$ cat config.mk
export PLATFORM = sky130hd
export DESIGN_NAME = hazard_ctrl
export DESIGN_NICKNAME = d
export VERILOG_FILES = /design/src/rtl/hazard_ctrl.sv
export SDC_FILE = /design/constraint.sdc
export NUM_CORES = 1
export LEC_CHECK = 0
export ABC_AREA = 1
export CAP_MARGIN = 10
export CORE_MARGIN = 2
export CORE_UTILIZATION = 43
export CTS_BUF_LIST = sky130_fd_sc_hd__clkbuf_2 sky130_fd_sc_hd__clkbuf_4 sky130_fd_sc_hd__clkbuf_8
export DETAILED_ROUTE_END_ITERATION = 8
export GPL_TIMING_DRIVEN = 0
export PLACE_DENSITY = 0.82
export SYNTH_ARGS = -nofsm -noshare
export SYNTH_HDL_FRONTEND = slang
export SYNTH_SLANG_ARGS = --single-unit
export TNS_END_PERCENT = 10
$ cat constraint.sdc
create_clock -name clk -period 1.79 [get_ports clk]
set_input_delay 0.179 -clock clk [delete_from_list [all_inputs] [get_ports clk]]
set_output_delay 0.179 -clock clk [all_outputs]
set_load 0.05 [all_outputs]
$ cat src/rtl/hazard_ctrl.sv
// Purpose : Pipeline hazard controller. It handles load-use, ALU->branch and load->branch
//           stalls, memory-wait freezes, and the taken-branch flush of IF/ID.
// Latency : Decisions are combinational in the same cycle. Only the FSM state and stall_cnt are registered.
// Backpr. : While dmem_ready is low the whole pipeline is frozen (exmem_hold). Stalls insert ID/EX bubbles.
//
// Ports:
//   clk, rst                       clock, asynchronous active-high reset
//   id_rs, id_rt, id_uses_rt       source registers of the instruction in IF/ID
//   id_branch, branch_taken        branch resolved in ID and its comparator result
//   ex_regwrite, ex_memread, ex_rd writer/load info for the instruction in EX
//   mem_memread, mem_access, mem_rd load/store info for the instruction in MEM
//   dmem_ready                     data memory completes its access this cycle
//   pc_write, ifid_write           PC and IF/ID load enables
//   ifid_flush                     zero IF/ID on the next edge
//   idex_bubble                    select zero control lines into ID/EX
//   exmem_hold                     hold EX/MEM and ID/EX during a memory wait
//   stall_cnt                      remaining stall cycles (debug)
module hazard_ctrl #(
    parameter int REG_W             = 5,
    parameter int LOAD_USE_STALL    = 1,
    parameter int LOAD_BRANCH_STALL = 2,
    parameter int ALU_BRANCH_STALL  = 1,
    parameter int CNT_W             = 3
) (
    input  logic             clk,
    input  logic             rst,
    input  logic [REG_W-1:0] id_rs,
    input  logic [REG_W-1:0] id_rt,
    input  logic             id_uses_rt,
    input  logic             id_branch,
    input  logic             branch_taken,
    input  logic             ex_regwrite,
    input  logic             ex_memread,
    input  logic [REG_W-1:0] ex_rd,
    input  logic             mem_memread,
    input  logic             mem_access,
    input  logic [REG_W-1:0] mem_rd,
    input  logic             dmem_ready,
    output logic             pc_write,
    output logic             ifid_write,
    output logic             ifid_flush,
    output logic             idex_bubble,
    output logic             exmem_hold,
    output logic [CNT_W-1:0] stall_cnt
);

    localparam logic [CNT_W-1:0] N_LOAD_USE    = CNT_W'(LOAD_USE_STALL);
    localparam logic [CNT_W-1:0] N_LOAD_BRANCH = CNT_W'(LOAD_BRANCH_STALL);
    localparam logic [CNT_W-1:0] N_ALU_BRANCH  = CNT_W'(ALU_BRANCH_STALL);
    localparam logic [CNT_W-1:0] CNT_ONE       = CNT_W'(1);

    typedef enum logic [1:0] {
        IDLE     = 2'd0,
        STALL    = 2'd1,
        MEM_WAIT = 2'd2
    } state_t;

    state_t           state_q, state_d;
    logic [CNT_W-1:0] cnt_q, cnt_d;

    // A register matches when it is non-zero and equals the ID instruction's rs,
    // or its rt when that instruction actually reads rt.
    logic ex_match, mem_match;
    assign ex_match  = (ex_rd  != '0) && ((ex_rd  == id_rs) || (id_uses_rt && (ex_rd  == id_rt)));
    assign mem_match = (mem_rd != '0) && ((mem_rd == id_rs) || (id_uses_rt && (mem_rd == id_rt)));

    logic mem_wait_req;
    assign mem_wait_req = mem_access && !dmem_ready;

    // Stall hazards in priority order. The first hit selects the stall length.
    logic             hz_hit;
    logic [CNT_W-1:0] hz_len;
    always_comb begin
        hz_hit = 1'b0;
        hz_len = '0;
        if (id_branch && ex_memread && ex_match) begin
            hz_hit = 1'b1;
            hz_len = N_LOAD_BRANCH;
        end else if (id_branch && ex_regwrite && !ex_memread && ex_match) begin
            hz_hit = 1'b1;
            hz_len = N_ALU_BRANCH;
        end else if (id_branch && mem_memread && mem_match) begin
            hz_hit = 1'b1;
            hz_len = CNT_ONE;
        end else if (!id_branch && ex_memread && ex_match) begin
            hz_hit = 1'b1;
            hz_len = N_LOAD_USE;
        end
    end

    // Cycle classification. Exactly one of do_wait / do_stall / normal applies.
    logic do_wait, do_stall, do_flush;

    always_comb begin
        state_d  = state_q;
        cnt_d    = cnt_q;
        do_wait  = 1'b0;
        do_stall = 1'b0;
        do_flush = 1'b0;

        unique case (state_q)
            IDLE: begin
                if (mem_wait_req) begin
                    do_wait = 1'b1;
                    state_d = MEM_WAIT;
                end else if (hz_hit) begin
                    // This cycle is already stall cycle 1.
                    do_stall = 1'b1;
                    if (hz_len > CNT_ONE) begin
                        cnt_d   = hz_len - CNT_ONE;
                        state_d = STALL;
                    end
                end else begin
                    do_flush = id_branch && branch_taken;
                end
            end

            STALL: begin
                if (mem_wait_req) begin
                    // Freeze the remaining count and resume the stall afterwards.
                    do_wait = 1'b1;
                    state_d = MEM_WAIT;
                end else begin
                    do_stall = 1'b1;
                    cnt_d    = cnt_q - CNT_ONE;
                    state_d  = (cnt_q == CNT_ONE) ? IDLE : STALL;
                end
            end

            MEM_WAIT: begin
                if (mem_wait_req) begin
                    do_wait = 1'b1;
                end else if (cnt_q != '0) begin
                    // The ready cycle behaves as the resumed stall cycle.
                    do_stall = 1'b1;
                    cnt_d    = cnt_q - CNT_ONE;
                    state_d  = (cnt_q == CNT_ONE) ? IDLE : STALL;
                end else begin
                    // The ready cycle is a full IDLE evaluation.
                    state_d = IDLE;
                    if (hz_hit) begin
                        do_stall = 1'b1;
                        if (hz_len > CNT_ONE) begin
                            cnt_d   = hz_len - CNT_ONE;
                            state_d = STALL;
                        end
                    end else begin
                        do_flush = id_branch && branch_taken;
                    end
                end
            end

            default: begin
                state_d = IDLE;
                cnt_d   = '0;
            end
        endcase
    end

    // Reset forces every control output low for as long as rst is held.
    always_comb begin
        pc_write    = 1'b0;
        ifid_write  = 1'b0;
        ifid_flush  = 1'b0;
        idex_bubble = 1'b0;
        exmem_hold  = 1'b0;
        if (!rst) begin
            pc_write    = !(do_wait || do_stall);
            ifid_write  = !(do_wait || do_stall);
            ifid_flush  = do_flush;
            idex_bubble = do_stall;
            exmem_hold  = do_wait;
        end
    end

    always_ff @(posedge clk or posedge rst) begin
        if (rst) begin
            state_q <= IDLE;
            cnt_q   <= '0;
        end else begin
            state_q <= state_d;
            cnt_q   <= cnt_d;
        end
    end

    assign stall_cnt = cnt_q;

endmodule

# Yosys cells after proc, flatten, opt, wreduce, memory -nomap -nowiden
# Cells that the tools add are included.
dict set report word_totals {
  ff_bits 5
  input_bits 30
  output_inout_bits 8
  elab_cells 88
}
dict set report op_classes {
  n_addsub 2
  order_cmp 1
  n_eq_ne 12
  muxes 42
  reduce_logical 29
}
# operator n
set op_table {}
lappend op_table {{1-bit 2-to-1 mux} 26}
lappend op_table {{5-bit equality test} 4}
lappend op_table {{3-bit 2-to-1 mux} 6}
lappend op_table {{1-bit logical AND} 15}
lappend op_table {{2-bit 2-to-1 mux} 6}
lappend op_table {{5-bit nonzero test} 2}
lappend op_table {{3-bit case mux with 3 select lines} 1}
lappend op_table {{2-bit != test, second input constant} 3}
lappend op_table {{3-bit != test, second input constant} 2}
lappend op_table {{2-bit case mux with 3 select lines} 1}
lappend op_table {{3-bit AND reduction} 2}
lappend op_table {{3-bit by 1-bit subtractor with 3-bit output, second input constant} 2}
lappend op_table {{1-bit zero test} 4}
lappend op_table {{3-bit by 1-bit equality test with 1-bit output, second input constant} 1}
lappend op_table {{3-bit by 1-bit greater-than comparator with 1-bit output, second input constant} 1}
lappend op_table {{1-bit logical OR} 3}
lappend op_table {{1-bit case mux with 3 select lines} 1}
lappend op_table {{3-bit nonzero test} 1}
lappend op_table {{3-bit OR reduction} 1}
lappend op_table {{2-bit by 1-bit equality test with 1-bit output, second input constant} 1}
lappend op_table {{2-bit equality test, second input constant} 1}
lappend op_table {{2-bit zero test} 1}
lappend op_table {{1-bit case mux with 2 select lines} 1}

# Depth between registers and ports, before layout
dict set report logic_depth {
  word_depth 16
  depth_mapped 12
}

# Worst setup path before layout
# No wires, ideal clock.
dict set report synth_path {
  kind {register to output}
  start {register cnt_q[0], in the netlist stall_cnt[0]}
  end {output ifid_flush}
  arrival_ps 2933
  required_ps 1611
  slack_ps -1322
  stages_incl_launch_ff 9
  n_path_buf 0
  cell_sequence {dfrtp_1 -> inv_1 -> ha_1 -> inv_1 -> nor2_1 -> inv_1 -> a21oi_1 -> inv_1 -> nor4_1}
}
dict set report synth_between {
  elab_chain_len 5
}
# item line
set synth_rtl {}
lappend synth_rtl {{start: declaration} 59} ;# logic [CNT_W-1:0] cnt_q, cnt_d;
lappend synth_rtl {{start signal: assignment} 182} ;# cnt_q <= cnt_d;
lappend synth_rtl {{3-bit nonzero test} 133} ;# end else if (cnt_q != '0) begin
lappend synth_rtl {{1-bit 2-to-1 mux} 133}
lappend synth_rtl {{1-bit 2-to-1 mux} 131} ;# if (mem_wait_req) begin
lappend synth_rtl {{1-bit case mux with 2 select lines} 101} ;# unique case (state_q)
lappend synth_rtl {{1-bit 2-to-1 mux} 167} ;# if (!rst) begin
lappend synth_rtl {{end: declaration} 41} ;# output logic ifid_flush,
# Every way passes these cells.

# Final worst setup path
dict set report layout_path {
  start {register cnt_q[1], in the netlist stall_cnt[1]}
  end {output pc_write}
}
dict set report layout_between {
  elab_chain_len 7
}
# item line
set layout_rtl {}
lappend layout_rtl {{3-bit nonzero test} 133}
lappend layout_rtl {{1-bit 2-to-1 mux} 133}
lappend layout_rtl {{1-bit 2-to-1 mux} 131}
lappend layout_rtl {{1-bit case mux with 3 select lines} 101}
lappend layout_rtl {{1-bit logical OR} 168} ;# pc_write = !(do_wait || do_stall);
lappend layout_rtl {{1-bit zero test} 168}
lappend layout_rtl {{1-bit 2-to-1 mux} 167}
lappend layout_rtl {{end: declaration} 39} ;# output logic pc_write,
# Every way passes these cells.

==> run summary <==
Mapped Nets: 195
CTS tree: yes
number of diodes: 0
post-route worst setup slack: -190 ps
Hold Fails Final Rpt: 0
clock latency on the worst-skew pair: 250 ps
crit path kind: flip-flop to primary output
fin area: 0.00139 sq mm
Initial Util: 47.2%
period utilization: 111%
Clk pwr share: 11.3%
violated checks: setup timing
measured slew at the worst slew-check pin: 497 ps
Main synth FF type: dfrtp_1
global-route wire length before repair: 4.15 mm
Crit path arrival time: 1800 ps
setup_tns: -549 ps
synthesized area: 841 sq um
max-slew violation count: 0
Antenna Nets Post-Route: 0
RePlAce Congestion: 0.930
Synth top cells by count: nand2_1 (56), inv_1 (31), nor2_1 (19)
Post-synth EDFFs: 0
Critical Path Source Type: flip-flop
Sink Count: 5
DR vias: 1164
final setup fails: 4
P per Cell Area: 949 mW/mm^2
Clock Skew: 6.08 ps
leakage power: 0.777 nW
Horiz. Die Dim: 48.2 microns
ranking of synthesized cells by area: nand2_1 (25%), dfrtp_1 (15%), inv_1 (14%)
area fraction of the dominant cell type after synthesis: 25.0%
hold_buf cts: 0
largest net degree at the start of global routing: 8
library cells used by synthesis: 20
Worst-path clk slew: 40 ps
grt total ovfl: 0
Die Footprint: 0.00233 sq mm
switch share: 50.4%
Yosys top cell by area: nand2_1
worst-case clock buffer depth: 2
logic gate share of total power: 71.8%
Max stage delay on crit path: 420 ps
number of global-route vias before repair: 1052
#FFs+latches synth: 5
Core Region: 0.00178 sq mm
P_sw: 666 uW
drt wl/cell: 11.3 microns
detailed-route DRC error count: 0
Worst path most repeated cell: inv_2
synthesized area per cell: 5.19 sq um
synth warn: 0
row cnt: 15
most common cell in the netlist: nand2_1
Port Buf Inserts: 37
async set or reset register ratio after synthesis: 100%
Area growth, synth to finish: 65.6%
placed cells: 224
status: complete, but fails checks
reg2reg setup slack: 250 ps
RSZ-0062 raised after global routing: yes
hold slack: 215 ps
Hold Crit Class: primary input to async pin
fraction of layout cells with a size suffix above 1: 21.8%
initial antenna violation count: 0
Crit. End Element: primary output
Routed Wire Length: 2.66 mm
die height: 48.2 microns
via/cell ratio: 4.93
maxcap violations: 0
All-Layer GR Usage: 25.8%
TritonCTS Buffers: 3
1st-iter DRT viols: 43
sequential power share: 16.9%
# H-tree levels: 1
fill count: 150
min Tclk post-route: 1980 ps
cell area after placement: 0.00130 sq mm
maximum VDD drop: 0.869 mV
Max-slew headroom: 66.8%
Boundary Pins: 38
cells after synthesis: 162
crit-path cells: inv_4, ha_4, inv_2, nor2_4, inv_2, a21oi_4, inv_2, nand2_2, nand2_2, a21oi_4, buf_6, buf_8
final net count: 245
Max Fclk: 505 MHz
Critical Path RT: 1610 ps
DR pass1 iterations: 4
post-synthesis sequential area ratio: 14.9%
P_int: 656 uW
Root Buffer: clkbuf_4
top fanout value on the critical path: 3
Worst path slowest cell: dfrtp_2
fin cells: 236
post-DP HPWL: 2.07 mm
==> metal layers <==
metal	track usage, %	part of all wire [%]	vias to the layer above
met5	0	0	-
li1	-	-	593
met3	3.33	7.7	8
met2	41.3	46	46
met4	13.0	2.8	0
met1	33.8	44	517
==> worst paths after layout <==
path,startpoint,to,cells past startpoint
max,stall_cnt[1]$_DFFE_PP0P_,pc_write,12
min,rst,state_q[0]$_DFFE_PP0P_,2
max reg2reg,stall_cnt[1]$_DFFE_PP0P_,stall_cnt[1]$_DFFE_PP0P_,12
min reg2reg,state_q[1]$_DFFE_PP0P_,state_q[0]$_DFFE_PP0P_,3
max in group asynchronous,rst,stall_cnt[0]$_DFFE_PP0P_,2
min in group clk,state_q[1]$_DFFE_PP0P_,state_q[0]$_DFFE_PP0P_,3
==> registers in the layout, summed over array words and instances (netlist names) <==
name       count
stall_cnt      3
state_q        2
==> per-stage QoR <==
step                util (%)  setup slack, ps  total power [mW]
detailed placement      72.8             -912              1.03
global route            78.1             -305              1.43
global placement        72.8             -850              1.02
finish                  78.1             -190              1.32
CTS                     77.6             -188              1.30
floorplan                  -             -322             0.766
==> timing repair <==
item,4_1_cts,5_1_grt
endpoints found under the setup margin,5,5
setup buffers,8,0
gates resized for setup,62,3
pin swaps,7,2
==> power by group through the flow <==
stage          clock, mW  sequential, mW  combinational, mW
2_1_floorplan          0           0.317              0.449
3_3_place_gp           0           0.219              0.797
3_5_place_dp           0           0.217              0.810
4_1_cts            0.154           0.218              0.932
5_1_grt            0.159           0.229               1.04
6_report           0.150           0.223              0.949
==> kinds of logic after synthesis <==
| group | Yosys count | share of synthesized area, % |
|---|---|---|
| and+or+nand+nor | 98 | 49.0 |
| xor gates and xnor gates | 6 | 6.25 |
| adders and majority gates | 3 | 4.46 |
| AOI/OAI and AO/OA | 15 | 9.37 |
| DFF | 5 | 14.9 |
| buffers and inverters | 35 | 16.1 |
==> layout by cell type, fill, tap and decap left out, drive strengths merged <==
master / Yosys / routed
a21oi: 5 / 5
a311oi: 1 / 1
buf: 1 / 14
clkbuf: 0 / 4
clkdlybuf4s50: 0 / 12
dfrtp: 5 / 5
dlygate4sd2: 0 / 20
ha: 3 / 3
inv: 34 / 34
nand2: 59 / 59
nand3: 14 / 14
nand4: 2 / 2
nor2: 20 / 20
nor3: 1 / 1
nor4: 1 / 1
o21ai: 9 / 9
or2: 1 / 1
xnor2: 3 / 3
xor2: 3 / 3
==> worst max-delay path: cells and delay by family (launching register included) <==
kind,cells,cell delay [ps]
AOI/OAI and AO/OA,2,270
adders and majority gates,1,120
buffers and inverters,6,480
DFF,1,420
and+or+nand+nor,3,250
==> cell type report <==
type	count	area, sq um	share of cell area (%)
multi-input combinational	122	651	46.7
buffer	1	11.3	0.809
inverter	34	133	9.52
clock buffer	4	30.0	2.16
sequential	5	129	9.25
tap	25	31.3	2.25
timing repair buffer	45	408	29.3
Power figures use the tool's default switching activity.
